==> src/rtl/i2c_master_ctrl.sv <==
// i2c_master_ctrl: single-byte I2C master sequencer (START, addr, R/W, ACK, data, ACK, STOP)
// Ports: clk/rst (sync, active-high); start_req/addr/rw/wr_data host command, accepted when idle;
//        rd_data last read byte; busy/done/nack host status; SCL/SDA_out open-drain drives
//        (1 = release); SDA_in resolved bus data; SCL_in resolved bus clock.
// Option: define I2C_CLK_STRETCH_EN to hold the quarter counter in q2 while SCL_in is low.
module i2c_master_ctrl #(
    parameter int CLK_DIV = 4
) (
    input  logic       clk,
    input  logic       rst,
    input  logic       start_req,
    input  logic [6:0] addr,
    input  logic       rw,
    input  logic [7:0] wr_data,
    output logic [7:0] rd_data,
    output logic       busy,
    output logic       done,
    output logic       nack,
    output logic       SCL,
    output logic       SDA_out,
    input  logic       SDA_in,
    input  logic       SCL_in
);
`ifdef I2C_CLK_STRETCH_EN
    localparam bit STRETCH = 1'b1;
`else
    localparam bit STRETCH = 1'b0;
`endif
    localparam int QW = $clog2(CLK_DIV) + 1;

    typedef enum logic [2:0] {IDLE, START, ADDR, RW, ADDR_ACK, DATA, DATA_ACK, STOP} state_t;

    state_t        state, state_n;
    logic [QW-1:0] qcnt;
    logic [1:0]    quarter;
    logic [2:0]    bit_cnt;
    logic [6:0]    addr_r;
    logic          rw_r;
    logic [7:0]    wr_r;
    logic [7:0]    sh;
    logic          stall, q_end, bit_end, sample;

    // A stretching slave holds SCL low while we have released it in q2.
    assign stall   = STRETCH && quarter == 2'd2 && !SCL_in;
    assign q_end   = !stall && qcnt == QW'(CLK_DIV - 1);
    assign bit_end = q_end && quarter == 2'd3;
    assign sample  = q_end && quarter == 2'd2;
    assign busy    = state != IDLE;

    always_comb begin
        state_n = state;
        SCL     = quarter[1];
        SDA_out = 1'b1;
        case (state)
            IDLE: begin
                SCL = 1'b1;
                // the done cycle itself never accepts a new command
                if (start_req && !done) state_n = START;
            end
            START: begin
                SCL     = 1'b1;
                SDA_out = !quarter[1];
                if (bit_end) state_n = ADDR;
            end
            ADDR: begin
                SDA_out = addr_r[bit_cnt];
                if (bit_end && bit_cnt == 3'd0) state_n = RW;
            end
            RW: begin
                SDA_out = rw_r;
                if (bit_end) state_n = ADDR_ACK;
            end
            ADDR_ACK: if (bit_end) state_n = nack ? STOP : DATA;
            DATA: begin
                SDA_out = rw_r | wr_r[bit_cnt];
                if (bit_end && bit_cnt == 3'd0) state_n = DATA_ACK;
            end
            // released SDA doubles as the master NACK that ends a single-byte read
            DATA_ACK: if (bit_end) state_n = STOP;
            STOP: begin
                SCL     = quarter != 2'd0;
                SDA_out = quarter[1];
                if (bit_end) state_n = IDLE;
            end
            default: state_n = IDLE;
        endcase
    end

    always_ff @(posedge clk) begin
        if (rst) begin
            state   <= IDLE;
            qcnt    <= '0;
            quarter <= '0;
            bit_cnt <= '0;
            nack    <= 1'b0;
            done    <= 1'b0;
            rd_data <= '0;
            sh      <= '0;
            addr_r  <= '0;
            rw_r    <= 1'b0;
            wr_r    <= '0;
        end else begin
            state <= state_n;
            done  <= state == STOP && bit_end;
            if (state == IDLE) begin
                if (state_n == START) begin
                    addr_r <= addr;
                    rw_r   <= rw;
                    wr_r   <= wr_data;
                    nack   <= 1'b0;
                end
            end else if (!stall) begin
                qcnt <= q_end ? '0 : qcnt + 1'b1;
                if (q_end) quarter <= quarter + 2'd1;
            end
            if (bit_end) bit_cnt <= state == START ? 3'd6 : state == ADDR_ACK ? 3'd7 : bit_cnt - 3'd1;
            if (sample && SDA_in && (state == ADDR_ACK || (state == DATA_ACK && !rw_r))) nack <= 1'b1;
            if (sample && state == DATA) sh <= {sh[6:0], SDA_in};
            if (bit_end && state == DATA_ACK && rw_r) rd_data <= sh;
        end
    end
endmodule

==> config.mk <==
export PLATFORM = sky130hd
export DESIGN_NAME = i2c_master_ctrl
export DESIGN_NICKNAME = d
export VERILOG_FILES = /design/src/rtl/i2c_master_ctrl.sv
export SDC_FILE = /design/constraint.sdc
export NUM_CORES = 1
export LEC_CHECK = 0
export BUFFER_PORTS_ARGS = -buffer_cell sky130_fd_sc_hd__buf_2
export CAP_MARGIN = 20
export CORE_MARGIN = 2
export CORE_UTILIZATION = 59
export DETAILED_ROUTE_END_ITERATION = 10
export PLACE_DENSITY_LB_ADDON = 0.12
export RECOVER_POWER = 25
export SYNTH_ARGS = -nofsm -noshare
export SYNTH_HDL_FRONTEND = slang
export SYNTH_SLANG_ARGS = --single-unit
==> constraint.sdc <==
create_clock -name clk -period 2.8 [get_ports clk]
set_input_delay 0.14 -clock clk [delete_from_list [all_inputs] [get_ports clk]]
set_output_delay 0.14 -clock clk [all_outputs]
set_load 0.1 [all_outputs]
==> results.md, run 1 <==
* P&R area growth vs syn at 16.8%
* Max frequency at approximately 0.41 GHz
* Largest net degree at the start of global routing at between 40 and 50
* Number of routed nets with antenna violations at 0
* Pint at approximately 0.00082 W
* Final Skew at 10.6 ps
* Unrepaired setup endpoints after global routing: no
* Fin Setup TNS at 0 ps
* Clock power frac at a little under a third
* Most frequent cells in the layout: dfxtp_1 (45), nand2_1 (38), nor2_1 (29), a21oi_1 (29), buf_2 (22)
* Nets at about 300
* Initial DRC Count at 110
* Max FO, Critical Path at 8
* Final Hold Viols at 0
* GRT Total Usage at about a quarter
* Reg-to-reg slack, setup at roughly 660 ps
* First-pass GRT wire length at approximately 7400 um
* H-tree depth reported by CTS at 2
* Clock sink count at 45
* Sequential area share after synthesis at between 40% and 50%
* Die Y at 63.3 um
* Post-synthesis cell area at between 2000 and 2500 um2
* Syn_nets at approximately 260
* WHS Endpoint: sh[0]
* Relative slew slack at ~22%
* XOR/XNOR share of the synthesized area at less than 1%
* Clock Root Buffer: clkbuf_4
* Hold path startpoint: SDA_in
* Mux cell area share after synthesis at 11.5%
* RR Startpoint: state[1]
* Rows at 21
* GP Congestion at 0.810
* PostCTS Resize Cnt at 0
* Power share of the combinational group at under 10%
* VDD IR-drop max at between 300 and 400 uV
* FFs w/ async S/R, synth at 0%
* Post-CTS Setup Inserts at 0
* IO Count at 34
* Clock Latency Late Sink at around 370 ps
* Post-synth EDFFs at 0
* Commonest non-fill, non-tap cell in the layout: dfxtp_1
* Post-DP HPWL at around 2600 um
* Final WL at 4130 um
* Core ar. at 3360 um2
* Hold Crit Class: in2reg
* Switching share of total power at 28.0%
* Slew of the pin with the lowest slew margin at around 1200 ps
* Crit path time final at 2420 ps
* Vias in the first global route at ~1600
* Final Cycle Share at between 80 and 90%
* Largest family of logic cells by synthesized area: simple AND/OR/NAND/NOR gates
* CP arrival at 2280 ps
* Die area at 4010 um2
* Pwr/cell area at approximately 470 nW/um2
* R2R depth at 4
* Status: finished clean
* Die width at 63.3 um
* Yosys warns at 0
* Capturing point of the worst reg2reg path: rd_data[6]
* WL/cell at roughly 13 um
* LEAKAGE at a little under 0.9 nW
* Max-slew violation count at 0
* Distinct cells, synth at 36
* Pre-antenna DRT Iters at 4
* Clock transition at path regs at around 150 ps
* Dpl cells at 298
* Hold Path Stages at 3
* Post-synthesis simple-gate area fraction at 23.2%
* Initial Util at around 60%
* Clock buffer depth at 2
* Avg Inst Size Synth at approximately 8.8 um2
* Final setup fails at 0
* CTS tree: yes
* Number of synthesized register bits at 45
* # DRC at 0
* Antenna cell count at 0
* Crit path capture type: output port
* Synth Area in Adders at under 10%
* CP Launch Type: register
* Via density per instance at 5.31
* Worst path required time at 2660 ps
* Max-Cap Viols at 0
* CTS Buf Count at 5
* Hold_buf cts at 16
* Total grt overflow at 0
* Vias at 1711
* IO buf count at 32
* Flop pwr share at 59.6%
* Sw power at 0.000317 W
* Final instance count without filler cells at roughly 320
* Compound-Gate Fraction of Synth Area at 11.8%
* Initial antenna violation count at 0
* Main synth FF type: dfxtp_1
* Post-Syn Instances at roughly 240
* Setup CP Type: reg2out
* Share of cells above drive strength 1 at about 14%
==> kinds of logic (layout without fill, tap and decap cells) <==
| group | count (synthesis) | in the layout |
|---|---|---|
| XOR/XNOR | 2 | 2 |
| AO/OA/AOI/OAI | 43 | 43 |
| AND/OR/NAND/NOR | 95 | 95 |
| flip-flops | 45 | 45 |
| multiplexers | 20 | 20 |
| adder cells (fa/ha/maj) | 6 | 6 |
| buffers and inverters | 24 | 65 |
==> sequential cells by signal (all words and copies together), names as in the netlist, 2 cells and up <==
signal   count
bit_cnt      3
sh           8
addr_r       7
state        3
wr_r         8
rd_data      8
qcnt         3
quarter      2
==> stage by stage <==
step	worst slack (ps)	utilization (%)	hold WS [ps]	cell area (um2)	total power, W
after floorplan	304	-	276	2070	0.000751
after global placement	681	65.7	381	2210	0.000775
after detailed placement	633	65.7	385	2210	0.000777
after CTS	336	72.4	14.3	2430	0.00114
after global routing	249	72.0	12.6	2420	0.00119
final	377	72.0	28.2	2420	0.00113
==> metal layers <==
layer | share of wire, % | wire length, um | vias up | track usage (%)
li1 | - | - | 880 | -
met2 | 49 | 2040 | 27 | 40.3
met5 | 0 | 0 | - | 0
met1 | 47 | 1940 | 800 | 28.9
met3 | 3.0 | 123 | 4 | 6.07
met4 | 0.75 | 31 | 0 | 6.52
==> worst max-delay path, cell delays in order (launching register included) <==
cell and delay, ps:
dfxtp_1 560, mux4_2 290, nor3_1 40, or4_1 490
nand3_1 100, buf_2 430
==> synthesized netlist by cell type (2+ instances only) <==
| cell type | count | area share, % |
|---|---|---|
| ha_1 | 6 | 3.6 |
| mux2i_1 | 17 | 8.2 |
| nand3b_1 | 2 | 0.72 |
| nand2b_1 | 4 | 1.2 |
| a21oi_1 | 29 | 7.0 |
| buf_4 | 3 | 1.1 |
| inv_1 | 8 | 1.4 |
| mux4_2 | 3 | 3.3 |
| a211oi_1 | 5 | 1.8 |
| nor2_1 | 29 | 5.2 |
| and3b_1 | 2 | 0.84 |
| nor3_1 | 5 | 1.2 |
| o21ai_0 | 4 | 0.97 |
| clkbuf_1 | 9 | 1.6 |
| dfxtp_1 | 45 | 43 |
| buf_6 | 2 | 1.1 |
| nand2_1 | 38 | 6.9 |
| xnor2_1 | 2 | 0.84 |
| nor3_4 | 2 | 1.6 |
| nand3_1 | 4 | 0.97 |
==> final cells by class <==
type | instances | area, um2
multi-input combinational | 166 | 1060
fill | 295 | 941
sequential | 45 | 901
timing repair buffer | 48 | 308
tap | 46 | 57.6
clock buffer | 5 | 37.5
inverter | 9 | 33.8
clock inverter | 3 | 28.8
==> power by group through the flow <==
stage               clock network, W  logic (W)  registers [W]
CTS                         0.000362   0.000105       0.000675
finish                      0.000353   0.000105       0.000675
global route                0.000390   0.000119       0.000679
detailed placement                 0  0.0000876       0.000689
global placement                   0  0.0000865       0.000688
floorplan                          0  0.0000720       0.000679
==> worst max-delay path by stage <==
| stage | endpoint | cells past startpoint | start |
|---|---|---|---|
| final | SDA_out | 5 | bit_cnt[0] |
| after global routing | SDA_out | 5 | bit_cnt[0] |
| after CTS | SDA_out | 5 | bit_cnt[0] |
| after detailed placement | rd_data[6] | 4 | state[1] |
| after global placement | rd_data[3] | 4 | state[1] |
| after floorplan | SCL | 4 | state[0] |
Note: power is estimated with default switching activity, not from simulation.
==> inputs of run 2 (changes only) <==
--- a/config.mk
+++ b/config.mk
@@ -7,9 +7,12 @@
 export LEC_CHECK = 0
 export BUFFER_PORTS_ARGS = -buffer_cell sky130_fd_sc_hd__buf_2
 export CAP_MARGIN = 20
+export CORE_ASPECT_RATIO = 2
 export CORE_MARGIN = 2
-export CORE_UTILIZATION = 59
+export CORE_UTILIZATION = 62
+export CTS_BUF_LIST = sky130_fd_sc_hd__clkbuf_4
 export DETAILED_ROUTE_END_ITERATION = 10
+export GPL_ROUTABILITY_DRIVEN = 0
 export PLACE_DENSITY_LB_ADDON = 0.12
 export RECOVER_POWER = 25
 export SYNTH_ARGS = -nofsm -noshare
==> run 2 against run 1 <==
  * Count of clock-buffer cells in the layout rose by 1
  * Largest power group unchanged
  * Worst hold slack got worse by 17 ps
  * Combinational power fell by 18%
  * Largest cell class unchanged
==> results.md, run 2 (synthesized netlist as in run 1, its figures left out) <==
* Nets at 288 (-4.6%)
* Pint at 0.000791 W (-3.0%)
* Fin Setup TNS at 0 ps (unchanged)
* Relative slew slack at 22.2% (+0.093 points)
* Placed Area at 2200 um2 (-0.51%)
* Initial Util at 65.0% (+3.3 points)
* Clock buffer depth at 2 (unchanged)
* Unrepaired setup endpoints after global routing: no
* GRT Total Usage at 22.2% (-1.2 points)
* Final Cycle Share at 87.1% (+0.52 points)
* Final WL at 3910 um (-5.3%)
* Max-Cap Viols at 0 (unchanged)
* Switching share of total power at 25.0% (-3.0 points)
* Worst path required time at 2660 ps (about the same)
* Clock transition at path regs at 130 ps (-20 ps)
* Largest net degree at the start of global routing at 46 (unchanged)
* Clock Latency Late Sink at 360 ps (about the same)
* Sw power at 0.000264 W (-17%)
* Commonest non-fill, non-tap cell in the layout: dfxtp_1
* CTS tree: yes
* Die width at 44.9 um (-29%)
* LEAKAGE at 0.823 nW (-7.8%)
* VDD IR-drop max at 493 uV (+27%)
* Final Skew at 14.1 ps (+3.48 ps)
* Most frequent cells in the layout: dfxtp_1 (45), nand2_1 (38), nor2_1 (29), a21oi_1 (29), buf_2 (22)
* Number of routed nets with antenna violations at 0 (unchanged)
* CP arrival at 2300 ps (+20 ps)
* Design area at 2230 um2 (-7.9%)
* Post-DP HPWL at 2800 um (+5.9%)
* Clock power frac at 28.0% (-3.2 points)
* Worst stage delay on the critical path at 580 ps (+20 ps)
* CP max stage cell: dfxtp_1
* Crit path capture type: output port
* Initial DRC Count at 21 (-81%)
* Clock sink count at 45 (unchanged)
* Vias at 1656 (-3.2%)
* Pre-antenna DRT Iters at 4 (unchanged)
* IO buf count at 32 (unchanged)
* Antenna cell count at 0 (unchanged)
* Initial antenna violation count at 0 (unchanged)
* Slew of the pin with the lowest slew margin at 1170 ps (-1.41 ps)
* Power share of the combinational group at 8.2% (-1.0 points)
* Core ar. at 3190 um2 (-5.1%)
* Hold Crit Class: in2reg
* Post-CTS Setup Inserts at 0 (unchanged)
* Setup CP Type: reg2out
* Max frequency at 0.410 GHz (-0.60%)
* Filler cell count at 292 (-1.0%)
* Max FO, Critical Path at 8 (unchanged)
* IO Count at 34 (unchanged)
* P&R area growth vs syn at 7.60%
* Top Registers: rd_data (8), sh (8), wr_r (8)
* Share of cells above drive strength 1 at 14.2% (+0.046 points)
* Clock Root Buffer: clkbuf_4
* First-pass GRT wire length at 6440 um (-13%)
* Die Y at 85.8 um (+36%)
* Total grt overflow at 0 (unchanged)
* Max-slew violation count at 0 (unchanged)
* Cell Chain, Critical Path: mux4_2 > nor3_1 > or4_1 > nand3_1 > buf_2
* H-tree depth reported by CTS at 2 (unchanged)
* WL/cell at 13.4 um (+4.5%)
* CP Launch Type: register
* Final setup fails at 0 (unchanged)
* Flop pwr share at 63.8% (+4.2 points)
* Die area at 3850 um2 (-3.8%)
* Status: finished clean
* Rows at 29 (+38%)
* Vias in the first global route at 1537 (-6.8%)
* Crit path time final at 2440 ps (+14.6 ps)
* CTS Buf Count at 5 (unchanged)
* # DRC at 0 (unchanged)
* Pwr/cell area at 473 nW/um2 (+1.0%)
* Final Hold Viols at 0 (unchanged)
* Via density per instance at 5.67 (+6.7%)
* Overall power at 0.00106 W (-6.9%)
run 2: path summary, 6_finish.rpt:
| path | cells after the start | to | slack, ps | from |
|---|---|---|---|---|
| max | 5 | SDA_out | 360 | bit_cnt[0] |
| min | 3 | wr_r[0] | 10 | wr_data[0] |
| max reg2reg | 5 | addr_r[6] | 500 | state[0] |
| min reg2reg | 2 | addr_r[5] | 460 | addr_r[5] |
run 2: worst max-delay path, delay by kind of cell, from the launching register on:
family                 cells  cell delay, ps
and+or+nand+nor            3             640
DFF                        1             580
buffers and inverters      1             420
muxes                      1             290
run 2: per-stage QoR:
stage	util (%)	instances	setup slack, ps	hold slack [ps]
after global placement	68.8	284	774	382
after floorplan	-	235	304	276
after global routing	69.9	292	220	5.27
after detailed placement	68.8	284	722	385
final	69.9	292	362	11.7
after CTS	70.7	292	308	2.08
run 2: final cells by class:
| cell class | count | area [um2] | area share (%) |
|---|---|---|---|
| multi-input combinational | 166 | 1040 | 46.8 |
| tap | 31 | 38.8 | 1.74 |
| clock buffer | 6 | 45.0 | 2.02 |
| inverter | 9 | 33.8 | 1.51 |
| sequential | 45 | 901 | 40.4 |
| clock inverter | 1 | 3.75 | 0.168 |
| timing repair buffer | 34 | 165 | 7.40 |
run 2: power groups by stage:
stage / logic (W) / registers [W] / clock network, W
floorplan: 0.0000720 / 0.000679 / 0
CTS: 0.0000883 / 0.000674 / 0.000307
global placement: 0.0000849 / 0.000688 / 0
finish: 0.0000863 / 0.000673 / 0.000295
detailed placement: 0.0000873 / 0.000689 / 0
global route: 0.0000972 / 0.000677 / 0.000326
run 2: timing repair:
action / 4_1_cts / 5_1_grt
hold buffers: 1 / 0
gates resized for setup: 0 / 0
endpoints found under the setup margin: 0 / 0
hold endpoints to repair: 1 / 0
run 2: layer usage:
| layer | track usage, % | routed length, um | vias to the layer above |
|---|---|---|---|
| li1 | - | - | 849 |
| met1 | 25.3 | 1670 | 770 |
| met2 | 38.7 | 2060 | 29 |
| met3 | 3.79 | 95 | 8 |
| met4 | 9.89 | 86 | 0 |
| met5 | 0 | 0 | - |
==> inputs of run 3 (changes only) <==
--- a/config.mk
+++ b/config.mk
@@ -9,7 +9,7 @@
 export CAP_MARGIN = 20
 export CORE_ASPECT_RATIO = 2
 export CORE_MARGIN = 2
-export CORE_UTILIZATION = 62
+export CORE_UTILIZATION = 43
 export CTS_BUF_LIST = sky130_fd_sc_hd__clkbuf_4
 export DETAILED_ROUTE_END_ITERATION = 10
 export GPL_ROUTABILITY_DRIVEN = 0
==> run 3 against run 2 <==
  * Non-clock buffer count is 11 higher
  * Critical endpoint unchanged
  * Largest cell class unchanged
  * Worst hold slack better by 11 ps
  * Power is 21% higher
  * Clock skew is 1.0 ps lower
  * Wire length is 8.4% higher
  * Maximum frequency is 0.40% higher
  * Critical path type unchanged
  * Sequential share of layout area is 3.3 points lower
  * Core utilization is 18 points lower
  * First-iteration DRC count is 24% higher
  * Sequential cell count stayed put
==> results.md, run 3 (synthesized netlist as in run 1, its figures left out) <==
* IO Count at 34 (unchanged)
* Max frequency at 0.412 GHz (+0.40%)
* First-pass GRT wire length at 7160 um (+11%)
* P&R area growth vs syn at 17.1%
* CTS Buf Count at 5 (unchanged)
* Dpl cells at 308 (+8.5%)
* Post-DP HPWL at 2890 um (+3.2%)
* Hold_buf cts at 10 (+9)
* Final Skew at 13.1 ps (-0.998 ps)
* Clock Root Buffer: clkbuf_4
* # DRC at 0 (unchanged)
* Relative slew slack at 22.9% (+0.67 points)
* Final Hold Viols at 0 (unchanged)
* Initial Util at 44.7% (-20 points)
* Design area at 2430 um2 (+8.9%)
* Top Registers: rd_data (8), sh (8), wr_r (8)
* Vias in the first global route at 1540 (+0.20%)
* RR Startpoint: state[0]
* Largest net degree at the start of global routing at 46 (unchanged)
* Worst Hold Margin at 23.1 ps (+11.5 ps)
* Status: finished clean
* Pwr/cell area at 525 nW/um2 (+11%)
* Most frequent cells in the layout: dfxtp_1 (45), nand2_1 (38), nor2_1 (29), a21oi_1 (29), buf_2 (22)
* H-tree depth reported by CTS at 2 (unchanged)
* Share of cells above drive strength 1 at 14.3% (+0.11 points)
* IO buf count at 32 (unchanged)
* Setup CP Type: reg2out
* Final instance count without filler cells at 328 (+12%)
* Crit path capture type: output port
* Clock transition at path regs at 150 ps (+20 ps)
* CP Launch Type: register
* Crit path time final at 2430 ps (-9.84 ps)
* Die width at 53.1 um (+18%)
* Reg-to-reg slack, setup at 380 ps (-120 ps)
* Total grt overflow at 0 (unchanged)
* Pre-antenna DRT Iters at 4 (unchanged)
* WHS Endpoint: wr_r[7]
* Die area at 5430 um2 (+41%)
* Core ar. at 4640 um2 (+45%)
* Clock sink count at 45 (unchanged)
* Clock Latency Late Sink at 360 ps (about the same)
* Clock buffer depth at 2 (unchanged)
* Commonest non-fill, non-tap cell in the layout: dfxtp_1
* WL/cell at 12.9 um (-3.5%)
* LEAKAGE at 0.896 nW (+8.8%)
* CTS tree: yes
* CP arrival at 2290 ps (about the same)
* PostCTS Resize Cnt at 0 (unchanged)
* Hold Crit Class: in2reg
* Die Y at 102 um (+19%)
* Vias at 1646 (-0.60%)
* GRT Total Usage at 17.9% (-4.3 points)
* Initial antenna violation count at 0 (unchanged)
* Via density per instance at 5.02 (-12%)
* Initial DRC Count at 26 (+24%)
* Hold Path Stages at 3 (unchanged)
* Max FO, Critical Path at 8 (unchanged)
* Number of routed nets with antenna violations at 0 (unchanged)
* Nets at 299 (+3.8%)
* Worst path required time at 2660 ps (about the same)
* VDD IR-drop max at 361 uV (-27%)
* Final Cycle Share at 86.7% (-0.35 points)
* Antenna cell count at 0 (unchanged)
* Max-Cap Viols at 0 (unchanged)
* Capturing point of the worst reg2reg path: addr_r[6]
* Unrepaired setup endpoints after global routing: no
* Final WL at 4240 um (+8.4%)
* Fin Setup TNS at 0 ps (unchanged)
* Slew of the pin with the lowest slew margin at 1160 ps (-10.0 ps)
* R2R depth at 5 (unchanged)
* Placed Area at 2230 um2 (+1.4%)
* Max-slew violation count at 0 (unchanged)
* Hold path startpoint: wr_data[7]
* Final setup fails at 0 (unchanged)
* Post-CTS Setup Inserts at 0 (unchanged)
* Rows at 35 (+21%)
==> run 3: changes by cell type in the layout (fill, tap and decap cells not counted) <==
cell           previous run  this run
inv_6                     0         1
bufinv_16                 0         2
clkinv_1                  1         0
dlygate4sd3_1             1        12
clkbuf_4                  6         5
==> run 3: how the worst max path moves through the flow <==
| stage | cells past startpoint | startpoint | to |
|---|---|---|---|
| floorplan | 4 | state[0] | SCL |
| CTS | 5 | bit_cnt[0] | SDA_out |
| detailed placement | 5 | bit_cnt[0] | SDA_out |
| finish | 5 | bit_cnt[0] | SDA_out |
| global route | 5 | state[0] | addr_r[2] |
| global placement | 5 | bit_cnt[0] | SDA_out |
==> run 3: worst max-delay path: stages, from the launching register on <==
cell	delay (ps)
dfxtp_1	560
mux4_2	290
nor3_1	40
or4_1	510
nand3_1	100
buf_2	430
==> run 3: power by group <==
part	leakage, nW	switching [W]	internal [W]
Combinational	0.474	0.0000577	0.0000422
Clock	0.0558	0.000222	0.000281
Sequential	0.365	0.0000151	0.000658
==> run 3: metal layers <==
metal | global-route usage, % | routed length (um) | vias up
li1 | - | - | 869
met1 | 20.9 | 1800 | 750
met2 | 31.4 | 2290 | 25
met3 | 3.51 | 112 | 2
met4 | 6.51 | 42 | 0
met5 | 0 | 0 | -
==> run 3: layout make-up <==
| type | instances | area [um2] |
|---|---|---|
| clock inverters | 3 | 68.8 |
| clock buffers | 5 | 37.5 |
| well taps | 55 | 68.8 |
| multi-input cells | 166 | 1040 |
| repair buffers | 45 | 275 |
| fillers | 481 | 2210 |
| inverters | 9 | 33.8 |
| flip-flops and latches | 45 | 901 |
==> run 3: stage by stage <==
| step | total power (W) | setup WS (ps) | utilization, % |
|---|---|---|---|
| 2_1_floorplan | 0.000751 | 304 | - |
| 3_3_place_gp | 0.000776 | 754 | 48.0 |
| 3_5_place_dp | 0.000777 | 761 | 48.0 |
| 4_1_cts | 0.00129 | 331 | 52.4 |
| 5_1_grt | 0.00134 | 128 | 52.3 |
| 6_report | 0.00128 | 372 | 52.3 |
